### config.mk
export PLATFORM = sky130hd
export DESIGN_NAME = buffer
export DESIGN_NICKNAME = d
export VERILOG_FILES = /design/src/rtl/buffer.sv
export SDC_FILE = /design/constraint.sdc
export NUM_CORES = 1
export LEC_CHECK = 0
export ABC_CLOCK_PERIOD_IN_PS = 34100
export CORE_MARGIN = 10
export CORE_UTILIZATION = 55
export CTS_CLUSTER_SIZE = 12
export DETAILED_ROUTE_END_ITERATION = 16
export PLACE_DENSITY = 0.72
export REMOVE_ABC_BUFFERS = 1
export SKIP_CTS_REPAIR_TIMING = 1
export SYNTH_ARGS = -nofsm -noshare
export SYNTH_HDL_FRONTEND = slang
export SYNTH_SLANG_ARGS = --single-unit
### constraint.sdc
create_clock -name clk -period 34.1 [get_ports clk]
set_input_delay 3.41 -clock clk [delete_from_list [all_inputs] [get_ports clk]]
set_output_delay 3.41 -clock clk [all_outputs]
set_load 0.01 [all_outputs]
### src/rtl/buffer.sv
// Circular sample buffer: one din sample stored per clk edge, with running
// max/min over valid entries, next write index and random-access read.
module buffer #(
    parameter int WIDTH = 8,
    parameter int DEPTH = 16,
    parameter int AW    = $clog2(DEPTH)
) (
    input  logic             clk,
    input  logic             reset,
    input  logic [WIDTH-1:0] din,
    input  logic [7:0]       rd_addr,
    output logic [WIDTH-1:0] max,
    output logic [WIDTH-1:0] min,
    output logic [7:0]       wr_addr,
    output logic [WIDTH-1:0] dout
);

    logic [WIDTH-1:0] mem [DEPTH];
    logic [DEPTH-1:0] valid;
    logic [AW-1:0]    wptr;

    always_ff @(posedge clk) begin
        if (reset) begin
            for (int i = 0; i < DEPTH; i++) begin
                mem[i] <= '0;
            end
            valid <= '0;
            wptr  <= '0;
        end else begin
            mem[wptr]   <= din;
            valid[wptr] <= 1'b1;
            wptr        <= wptr + AW'(1);
        end
    end

    // Reductions only see written slots, so an empty ring yields max=0, min=all-ones.
    always_comb begin
        max = '0;
        min = '1;
        for (int i = 0; i < DEPTH; i++) begin
            if (valid[i]) begin
                if (mem[i] > max) max = mem[i];
                if (mem[i] < min) min = mem[i];
            end
        end
    end

    assign dout    = mem[rd_addr[AW-1:0]];
    assign wr_addr = 8'(wptr);

    // Upper read-address bits alias modulo DEPTH and are intentionally ignored.
    generate
        if (AW < 8) begin : g_rd_alias
            logic unused_rd_bits;
            assign unused_rd_bits = ^rd_addr[7:AW];
        end
    endgenerate

endmodule

### Word-level counts from Yosys, hierarchy flattened

Memories as Yosys holds them, arrays and structs flattened.
Cells that the tools add are included.

* memories kept: 1
* register bits: 20
* bits in writable memories: 128
* output and inout port bits: 32
* input bits: 18

* add/subtract/negate cells: 1
* magnitude comparators: 34
* mux-type cells: 72
* bitwise logic cells: 1
* reduce and logical (&&, ||, !) cells: 2

Memories
* mem: depth 16, width 8, read ports 17, clocked after Yosys merged registers in 0, wr ports 16, line 18 `logic [WIDTH-1:0] mem [DEPTH];`

Operators with widths (number)
* $mux W8: 65
* $gt A8 B8 Y1: 15
* $lt A8 B8 Y1: 15
* $or A16 B16 Y16: 1
* $gt A8 B1 Y1 const B: 1
* $lt A8 B8 Y1 const B: 1
* $reduce_or A8 Y1: 1
* $lt A4 B5 Y1 const B: 1
* $mux W1: 5
* $add A4 B1 Y4 const B: 1
* $demux W1 S4: 1
* $ge A4 B1 Y1 const B: 1
* $mux W4: 1
* $logic_and A1 B1 Y1: 1

### Depth between registers and ports, before layout

Gate-level depths: netlist of run 1.
An unclocked memory read counts as a cell.

* depth after elaboration: 49
* depth in mapped cells: 173
* gate-level depth less buffers: 161

### Worst setup path before layout of run 1

OpenSTA, ideal clock, no wires.

* kind: flip-flop to output port
* from: register valid[0]
* to: output max[1]
* buffers on the path: 13
* stages on the path, launching flop included: 166
* arrival time: 28464 ps
* setup slack: 2226 ps
* cells stage by stage: dfxtp_1 -> buf_2 -> clkbuf_1 -> nand2_1 -> ha_1 -> nand2_1 -> o21a_1 -> a31o_1 -> nor2_1 -> clkbuf_1 -> nand2_1 -> o21ai_0 -> inv_1 -> ha_1 -> a211oi_1 -> o21ai_0 -> a2111o_1 -> o211ai_1 -> [... 130 more ...] -> nand2b_1 -> a211oi_1 -> a21oi_1 -> nor3_1 -> and3_1 -> a311oi_4 -> and3_1 -> buf_4 -> mux2_4 -> ha_1 -> nor2b_1 -> o21ai_0 -> nand2b_1 -> a21oi_1 -> o21ai_0 -> o211a_1 -> clkbuf_1 -> o311ai_1

* longest elaborated chain between the ends: 46

Ends and longest elaborated chain
* start: declaration: line 19 `logic [DEPTH-1:0] valid;`
* start signal: assignment: line 27 `valid <= '0;`
* start signal: indexed assignment: line 31 `valid[wptr] <= 1'b1;`
* $mux W8 *: line 41 `if (valid[i]) begin`
* $gt A8 B8 Y1: line 42 `if (mem[i] > max) max = mem[i];`
* $mux W8: line 42
* $mux W8 *: line 41
* $gt A8 B8 Y1: line 42
* $mux W8: line 42
* $mux W8 *: line 41
* $gt A8 B8 Y1: line 42
* [... 30 more ...]
* $mux W8: line 42
* $mux W8 *: line 41
* $gt A8 B8 Y1: line 42
* $mux W8: line 42
* $mux W8 *: line 41
* $gt A8 B8 Y1: line 42
* $mux W8: line 42
* $mux W8 *: line 41
* end: declaration: line 12 `output logic [WIDTH-1:0] max,`

Every way passes the cells marked *; elsewhere a longest branch is shown, timed or not.

### Worst setup path in the final report of run 1

* from: register valid[0]
* to: output max[2]

Same word-level chain as after synthesis.

==> qor.csv, run 1 <==
stage,metric,value,unit
route,initial drt markers,1320,
worst_setup_path,cell mode on critical path,a21o_1,
sta,"Hold Violations, Final",0,
sta,setup ws final,2.32,ns
synth,post-synthesis register bit count,148,
synth,"EDFF count, synth",128,
synth,top-count cell post-synth,inv_1,
floorplanning,row count,63,
floorplanning,Die W,193,um
worst_setup_path,Worst EP arrival,28.37,ns
synth,Post-Synthesis Cells,1875,
sta,Setup Skew,0.00981,ns
pwr,leakage,8.30,nW
synth,Yosys cell types,101,
synth,Commonest cells post-synth,"inv_1 (212), ha_1 (205), nand2_1 (142), nor2_1 (142), and2_1 (140)",
worst_setup_path,Crit Path Class,reg2out,
finish,fin nets,2173,
finish,Fill cells,2517,
route,total wire length,49.3,mm
place,Final HPWL DP,38.8,mm
sta,RSZ-0062 raised after global routing,false,
worst_setup_path,crit path max-delay cell type,nor3_1,
route,routed vias/inst,6.17,
clock_network,Worst-path clk slew,0.07,ns
floorplanning,DIE HEIGHT,193,um
clock_network,Longest Clk Path Bufs,2,
pwr,worst vdd ir,0.0396,mV
sta,max-slew violation count,0,
min_path,worst hold path type,reg2reg,
min_path,HP Start,valid[14]$_SDFF_PP0_,
clock_network,# H-tree levels,4,
worst_setup_path,RR Startpoint,wptr[0]$_SDFF_PP0_,
clock_network,clock buffer count from CTS,17,
synth,top cell type's share of synthesized area,0.232,
floorplanning,full die area,0.0374,mm^2
worst_setup_path,crit start category,register,
worst_setup_path,Critical Path Sink Type,output port,
clock_network,CTS root buffer,clkbuf_16,
route,1st-pass router iterations,5,
worst_setup_path,worst stage delay on the critical path,0.54,ns
finish,layout cell share with drive strength beyond 1,0.155,
finish,"Design Area, Final",0.0186,mm^2
sta,Max Fclk,0.0315,GHz
worst_setup_path,Crit path max-delay family,compound AO/OA/AOI/OAI gates,
synth,sequential area share after synthesis,0.256,
route,residual DRC count,0,
finish,area grow syn2layout,12.1,%
global_routing,first-pass GRT wire length,77.0,mm
worst_setup_path,worst setup path start,valid[0]$_SDFF_PP0_,
global_routing,GRT Residual Overflow,0,
place,GP Congestion,0.935,
global_routing,vias in the first global route,13900,
pwr,Tot Pwr,819,uW
global_routing,largest net degree at the start of global routing,33,
sta,slew at the pin closest to its max-slew limit,1.08,ns
floorplanning,IO Pins,50,
synth,async set-reset flop share out of synthesis,0,
worst_setup_path,CP required,30.69,ns
synth,synth warn,0,
clock_network,TritonCTS sink count,148,
route,drt wl/cell,21.0,um
synth,Synth area leader,edfxtp_1,
sta,period utilisation layout,0.932,
finish,Final Core Density,0.626,
sta,Slew headroom,0.272,
place,number of I/O port buffers,41,
finish,multi-input logic area,0.0115,mm^2
floorplanning,CORE AREA,0.0296,mm^2
clock_network,worst skew pair latency,0.43,ns
sta,WHS,0.514,ns
synth,syn avg cell area,8.83,um^2
pwr,Pwr Density,44.1,mW/mm^2
place,pre-CTS setup slack,0.0425,ns
clock_network,CTS tree,done,
synth,Synth Cell Area,0.0166,mm^2
sta,final setup fails,0,
global_routing,initial antenna violation count,3,
route,total number of vias,14500,
run,# Max-Cap Violations,0,
place,placed cell area,0.0176,mm^2
synth,"Top FF cell, synth",edfxtp_1,
sta,final worst path period need,31.78,ns
worst_setup_path,CP bufs+invs,23,
sta,setup TNS,0,ns
global_routing,total track usage,0.253,
synth,"top cells by area, synth","edfxtp_1 (23%), ha_1 (15%), mux2_2 (6.0%)",
worst_setup_path,CP Max Fanout,15,
floorplanning,Initial Utilization,0.559,
place,placed cell count,2303,
route,ANT nets after route,0,
finish,"Cell Count, Final, Fillers Out",2354,
finish,Storage cell area,0.00425,mm^2
run_status,status,"complete, no violations",
[worst reg2reg max path, cell delays in order (launching register included)]
cell     delay, ns
dfxtp_1       0.50
ha_1          0.36
nand2_1       0.24
nor3_1        0.88
and2_1        0.24
[cell type report]
| type | instances | share of cell area |
|---|---|---|
| Multi-Input combinational cell | 1457 | 0.618 |
| Clock inverter | 15 | 0.00863 |
| Inverter | 213 | 0.0431 |
| Timing Repair Buffer | 113 | 0.0520 |
| Sequential cell | 148 | 0.229 |
| Tap cell | 390 | 0.0263 |
| Clock buffer | 17 | 0.0229 |
| Antenna cell | 1 | 0.000135 |
[state kept, by name, summed over array words and instances, names as in the netlist]
register and count:
valid 16, mem 128, wptr 4
[worst paths after layout]
path                        endpoint  slack, ns  depth (start not counted)
min             valid[14]$_SDFF_PP0_       0.51                          1
max                           max[2]       2.32                        154
max reg2reg  mem[1][7]$_SDFFCE_PN0P_      31.75                          4
min reg2reg     valid[14]$_SDFF_PP0_       0.51                          1
[per-layer routing]
layer	global-route usage	share of wire
met4	0.0667	0.020
met1	0.345	0.44
met2	0.405	0.46
met5	0	0.00022
met3	0.0425	0.077
[cell families after synthesis]
kind of cell             after synthesis  synth area share
flip-flops                           148             0.256
multiplexers                         165             0.138
AND/OR/NAND/NOR                      630             0.198
AO/OA/AOI/OAI                        437             0.181
XOR/XNOR                              13           0.00688
adder cells (fa/ha/maj)              207             0.156
buffers and inverters                274            0.0640
other                                  1          0.000227
[cell usage in the layout, fill, tap and decap left out, types with 9 or more instances in the layout]
| cell type | instances |
|---|---|
| o21ai_0 | 62 |
| clkdlybuf4s50_1 | 32 |
| a211oi_1 | 13 |
| and2_1 | 139 |
| o21ai_1 | 10 |
| nand2b_1 | 20 |
| dfxtp_1 | 19 |
| o2111ai_1 | 9 |
| nand3_1 | 27 |
| clkbuf_16 | 17 |
| inv_1 | 212 |
| mux2i_1 | 31 |
| xnor2_1 | 10 |
| mux2_2 | 88 |
| a21o_1 | 56 |
| o31ai_1 | 13 |
| o211ai_1 | 11 |
| a41o_1 | 10 |
| nor2b_1 | 38 |
| nor3_1 | 27 |
| mux4_2 | 40 |
| nand4_1 | 22 |
| nand2_1 | 142 |
| a31oi_1 | 18 |
| nor2_1 | 137 |
| o21a_1 | 31 |
| and4_1 | 13 |
| a21oi_1 | 106 |
| buf_4 | 72 |
| and3_1 | 9 |
| edfxtp_1 | 128 |
| ha_1 | 205 |
[where the power goes]
part,total [mW],internal (mW),switching [mW],leakage (nW)
registers,0.225,0.206,0.0187,1.50
logic,0.409,0.180,0.229,6.52
clock network,0.185,0.104,0.0817,0.280
Power figures use the tool's default switching activity.
==> inputs of run 2 (changes only) <==
CORE_MARGIN = unset   (was 10)
==> run 2 against run 1 <==
  * Sequential cell count did not move
  * Combinational power fell by 1%
  * Core utilization fell by 0.54 points
  * Highest routed layer unchanged
  * Non-clock buffer count fell by 24
  * Critical endpoint is now max[5]
  * Clock skew rose by 0.0013 ns
==> qor.csv, run 2 (synthesized netlist as in run 1, its figures left out) <==
stage,metric,value,unit,change
route,M1 WL,21.3,mm,was 21.9 mm
global_routing,first-pass GRT wire length,76.4,mm,was 77.0 mm
finish,"Design Area, Final",0.0184,mm^2,was 0.0186 mm^2
worst_setup_path,Critical Path Sink Type,output port,,unchanged
sta,slew at the pin closest to its max-slew limit,1.07,ns,was 1.08 ns
finish,max FFs per register,128,,unchanged
route,1st-pass router iterations,5,,unchanged
clock_network,CTS root buffer,clkbuf_16,,unchanged
finish,layout cell share with drive strength beyond 1,0.146,,was 0.155
min_path,worst hold path type,reg2reg,,unchanged
worst_setup_path,r2r setup slk,31.85,ns,was 31.75 ns
sta,Max Fclk,0.0310,GHz,was 0.0315 GHz
floorplanning,full die area,0.0308,mm^2,was 0.0374 mm^2
finish,Top reg by flops,mem,,unchanged
clock_network,# H-tree levels,4,,unchanged
route,total wire length,48.9,mm,was 49.3 mm
global_routing,largest net degree at the start of global routing,33,,unchanged
place,number of I/O port buffers,41,,unchanged
sta,final setup fails,0,,unchanged
sta,Setup Skew,0.0111,ns,was 0.00981 ns
clock_network,worst skew pair latency,0.44,ns,was 0.43 ns
route,max layer used,met5,,unchanged
finish,"leading cell type in the layout, fill and taps excluded",inv_1,,unchanged
finish,# diodes,0,,was 1
run,# Max-Cap Violations,0,,unchanged
worst_setup_path,CP required,30.69,ns,about the same
worst_setup_path,Critical Path Sink,max[5],,was max[2]
pwr,Switching Share,0.405,,was 0.403
clock_network,Longest Clk Path Bufs,2,,unchanged
floorplanning,IO Pins,50,,unchanged
pwr,Pwr Density,44.4,mW/mm^2,was 44.1 mW/mm^2
floorplanning,CORE AREA,0.0296,mm^2,unchanged
route,DR WL met3,3.77,mm,was 3.82 mm
global_routing,total track usage,0.321,,was 0.253
route,residual DRC count,0,,unchanged
sta,final worst path period need,32.23,ns,was 31.78 ns
place,placed cell area,0.0174,mm^2,was 0.0176 mm^2
finish,leading registers by flop count,"mem (128), valid (16), wptr (4)",,unchanged
finish,fin nets,2148,,was 2173
sta,max-slew violation count,0,,unchanged
pwr,leakage,8.12,nW,was 8.30 nW
worst_setup_path,worst setup path start,mem[1][7]$_SDFFCE_PN0P_,,was valid[0]$_SDFF_PP0_
pwr,Net Sw Power,330,uW,about the same
clock_network,clock buffer count from CTS,17,,unchanged
global_routing,initial antenna violation count,1,,was 3
floorplanning,DIE HEIGHT,175,um,was 193 um
run_status,status,"complete, no violations",,unchanged
finish,Final Core Density,0.621,,was 0.626
pwr,Reg power frac,0.276,,was 0.275
clock_network,Worst-path clk slew,0.07,ns,about the same
place,GP Congestion,0.961,,was 0.935
worst_setup_path,RR Startpoint,wptr[0]$_SDFF_PP0_,,unchanged
clock_network,CTS tree,done,,unchanged
pwr,Comb pwr share,0.494,,was 0.499
worst_setup_path,Worst EP arrival,28.82,ns,was 28.37 ns
route,drt wl/cell,21.0,um,about the same
sta,period utilisation layout,0.945,,was 0.932
global_routing,GRT Residual Overflow,0,,unchanged
worst_setup_path,R2R depth,4,,unchanged
global_routing,vias in the first global route,13900,,about the same
sta,Slew headroom,0.286,,was 0.272
sta,WHS,0.494,ns,was 0.514 ns
route,DR WL met2,22.3,mm,was 22.6 mm
route,total number of vias,14700,,was 14500
route,ANT nets after route,0,,unchanged
worst_setup_path,CP Max Fanout,10,,was 15
finish,area grow syn2layout,11.1,%,was 12.1%
finish,"Cell Count, Final, Fillers Out",2328,,was 2354
floorplanning,Initial Utilization,0.559,,unchanged
pwr,clock power share,0.231,,was 0.226
floorplanning,row count,63,,unchanged
route,routed vias/inst,6.31,,was 6.17
route,initial drt markers,1355,,was 1320
place,Final HPWL DP,37.9,mm,was 38.8 mm
worst_setup_path,R2R Path End,mem[1][4]$_SDFFCE_PN0P_,,was mem[1][7]$_SDFFCE_PN0P_
pwr,worst vdd ir,0.0351,mV,was 0.0396 mV
sta,"Hold Violations, Final",0,,unchanged
clock_network,TritonCTS sink count,148,,unchanged
worst_setup_path,crit start category,register,,unchanged
floorplanning,Die W,175,um,was 193 um
worst_setup_path,cell mode on critical path,ha_1,,was a21o_1
place,placed cell count,2278,,was 2303
pwr,P_int,486,uW,was 490 uW
finish,most frequent cells in the layout,"inv_1 (212), ha_1 (205), nand2_1 (140), nor2_1 (138), and2_1 (138)",,"was inv_1 (212), ha_1 (205), nand2_1 (142), and2_1 (139), nor2_1 (137)"
worst_setup_path,crit path max-delay cell type,clkdlybuf4s50_1,,was nor3_1
sta,setup TNS,0,ns,unchanged
worst_setup_path,worst stage delay on the critical path,0.56,ns,was 0.54 ns
worst_setup_path,Crit Path Class,reg2out,,unchanged
-- run 2: final cells by class --
type,count,area [um^2]
Timing Repair Buffer,89,771
Clock inverter,15,163
Inverter,213,800
Multi-Input combinational cell,1456,11500
Tap cell,390,488
Fill cell,2561,11200
Clock buffer,17,425
Sequential cell,148,4250
-- run 2: metrics by stage --
step / worst slack (ns) / total power [mW]
2_1_floorplan: 2.90 / 0.490
3_3_place_gp: 0.553 / 0.595
3_5_place_dp: -0.153 / 0.609
4_1_cts: -0.753 / 0.797
5_1_grt: -0.118 / 0.871
6_report: 1.87 / 0.816
-- run 2: power groups by stage --
stage / sequential (mW) / clock (mW) / combinational, mW
after floorplan: 0.219 / 0 / 0.271
after global placement: 0.228 / 0 / 0.368
after detailed placement: 0.228 / 0 / 0.381
after CTS: 0.224 / 0.188 / 0.384
after global routing: 0.226 / 0.196 / 0.449
final: 0.225 / 0.188 / 0.403
-- run 2: how the worst min path moves through the flow --
| stage | endpoint | slack (ns) | from | depth (start not counted) |
|---|---|---|---|---|
| 2_1_floorplan | valid[2]$_SDFF_PP0_ | 0.43 | valid[2]$_SDFF_PP0_ | 1 |
| 3_5_place_dp | valid[2]$_SDFF_PP0_ | 0.48 | valid[2]$_SDFF_PP0_ | 1 |
| 4_1_cts | valid[2]$_SDFF_PP0_ | 0.50 | valid[2]$_SDFF_PP0_ | 1 |
| 3_3_place_gp | valid[2]$_SDFF_PP0_ | 0.47 | valid[2]$_SDFF_PP0_ | 1 |
| 6_report | valid[2]$_SDFF_PP0_ | 0.49 | valid[2]$_SDFF_PP0_ | 1 |
| 5_1_grt | valid[15]$_SDFF_PP0_ | 0.52 | valid[15]$_SDFF_PP0_ | 1 |
-- run 2: critical path, delay by kind of cell (launching register included) --
family,cells,cell delay (ns)
adders and majority gates,17,4.64
and+or+nand+nor,42,5.50
AOI/OAI and AO/OA,70,12.15
DFF,1,0.50
muxes,11,3.39
buffers and inverters,18,2.14
-- run 2: per-layer routing --
layer,up-vias,GRT usage
li1,6930,-
met3,103,0.0515
met4,2,0.114
met5,-,0
met2,577,0.518
met1,7078,0.436
==> inputs of run 3 (changes only) <==
TNS_END_PERCENT = 100   (was unset)
==> results of run 3 <==
Final layout, timing and power as in run 2 (identical DEF).
==> patch (settings of run 3) <==
Set the parameter `DEPTH` to 8 (it was 16).
--- a/src/rtl/buffer.sv
+++ b/src/rtl/buffer.sv
@@ -4,3 +4,3 @@
     parameter int WIDTH = 8,
-    parameter int DEPTH = 16,
+    parameter int DEPTH = 8,
     parameter int AW    = $clog2(DEPTH)
Formal check against the unedited RTL: not equivalent (a bounded check fails within 4 cycles, from zero or initial values and one cycle with reset high).
==> patch against run 3 <==
  * Utilization rose by 0.071 points
  * Routed wire length fell by 56%
  * Setup slack improved by 13 ns
  * Total power fell by 52%
  * Global-route usage fell by 1.9 points
  * Combinational power fell by 55%
  * Worst hold slack improved by 0.044 ns
  * Count of clock-buffer cells in the layout fell by 6
  * Register-to-register slack got worse by 0.10 ns
  * Sequential cell count fell by 73
  * Sequential share of layout area rose by 1.6 points
  * Clock skew fell by 0.0076 ns
  * Synthesized area fell by 52%
  * Design area fell by 53%
==> patch: results (changes against run 3) <==
worst skew pair latency=0.33 ns (-0.11 ns); H-tree depth=3 (-1); Post-synth EDFFs=64 (-50%); synth top area cells=edfxtp_1 (24%), ha_1 (16%), and2_1 (4.8%); initial antenna violation count=0 (-1); Netlist cell types=91 (-9.9%); clock transition at the registers of the reported paths=0.05 ns (-0.02 ns); CP max stage cell=dfxtp_1; dpl hpwl=17.0 mm (-55%); WL/cell=20.5 µm (-2.6%); nets@finish=973 (-55%); cells on worst reg2reg path=2 (-2); worst slew pin tran=1.30 ns (+0.230 ns); layout cell share with drive strength beyond 1=0.110 (-0.0358); post-synthesis sequential area ratio=0.272 (+0.0153); Leakage=3.69 nW (-54%); top-count cell post-synth=ha_1; arrival time at the worst endpoint=15.57 ns (-13.25 ns); GPL Wtd Cong=0.950 (-1.1%); Post-synth top cells=ha_1 (98), inv_1 (90), edfxtp_1 (64), and2_1 (60), a21oi_1 (45); Worst Path Max Fanout=22 (+12); maximum vdd drop=0.0462 mV (+31%); status=finished, final reports clean; Vias/cell=6.26 (-0.78%); first-pass GRT wire length=33.6 mm (-56%); FILL cells=1,159 (-55%); largest registers=mem x64, valid x8, wptr x3; TritonCTS Buffers=9 (-8)
-- patch: changes by cell type after synthesis, moves of 57 or more --
| cell | delta |
|---|---|
| a21oi_1 | -69 |
| nor2_1 | -111 |
| and2_1 | -80 |
| inv_1 | -122 |
| nand2_1 | -100 |
| mux2_2 | -57 |
| ha_1 | -107 |
| edfxtp_1 | -64 |
-- patch: final timing paths --
kind                             endpoint  slack [ns]           startpoint
hold reg to reg       valid[1]$_SDFF_PP0_        0.54  valid[1]$_SDFF_PP0_
hold / removal        valid[1]$_SDFF_PP0_        0.54  valid[1]$_SDFF_PP0_
setup reg to reg  mem[6][5]$_SDFFCE_PN0P_       31.75   wptr[2]$_SDFF_PP0_
setup / recovery                   max[6]       15.12  valid[0]$_SDFF_PP0_
-- patch: kinds of logic after synthesis --
logic type / synth area share
simple gates: 0.165
mux: 0.144
compound gates: 0.184
fa+ha+maj: 0.160
flops: 0.272
buf+inv: 0.0651
xor+xnor: 0.0100
other cells: 0.000476
-- patch: stage by stage --
| stage | area (µm²) | setup slack [ns] | utilization | cells |
|---|---|---|---|---|
| after floorplan | 7730 | 18.22 | - | 806 |
| after global placement | 8360 | 16.19 | 0.600 | 1026 |
| after detailed placement | 8360 | 15.68 | 0.600 | 1026 |
| after CTS | 8660 | 15.24 | 0.621 | 1042 |
| after global routing | 8660 | 14.01 | 0.621 | 1042 |
| final | 8660 | 15.12 | 0.621 | 1042 |
-- patch: layer usage --
metal / track usage / wire, µm / vias to the layer above
met5: 0 / 0 / -
met4: 0.110 / 519 / 0
met3: 0.0389 / 1270 / 39
met2: 0.474 / 9580 / 209
met1: 0.424 / 9950 / 3152
li1: - / - / 3124
-- patch: worst max-delay path: cells and delay by family, from the launching register on --
family / cells / cell delay [ns]
and+or+nand+nor: 14 / 2.53
DFF: 1 / 0.80
buffers and inverters: 5 / 0.87
adders and majority gates: 7 / 2.07
AOI/OAI and AO/OA: 36 / 7.67
muxes: 4 / 1.28
-- patch: where the power goes --
| group | total [W] | internal [W] | leakage (nW) | switching, W |
|---|---|---|---|---|
| Clock | 0.0000942 | 0.0000600 | 0.149 | 0.0000342 |
| Combinational | 0.000180 | 0.0000825 | 2.78 | 0.0000976 |
| Sequential | 0.000120 | 0.000107 | 0.762 | 0.0000130 |
-- patch: final cells by class --
type                    count  area, µm²  area share
multi-input cells         639       5250       0.606
inverters                  92        345      0.0399
clock buffers              11        253      0.0292
clock inverters             5       51.3     0.00592
flip-flops and latches     75       2140       0.247
repair buffers             40        398      0.0459
well taps                 180        225      0.0260
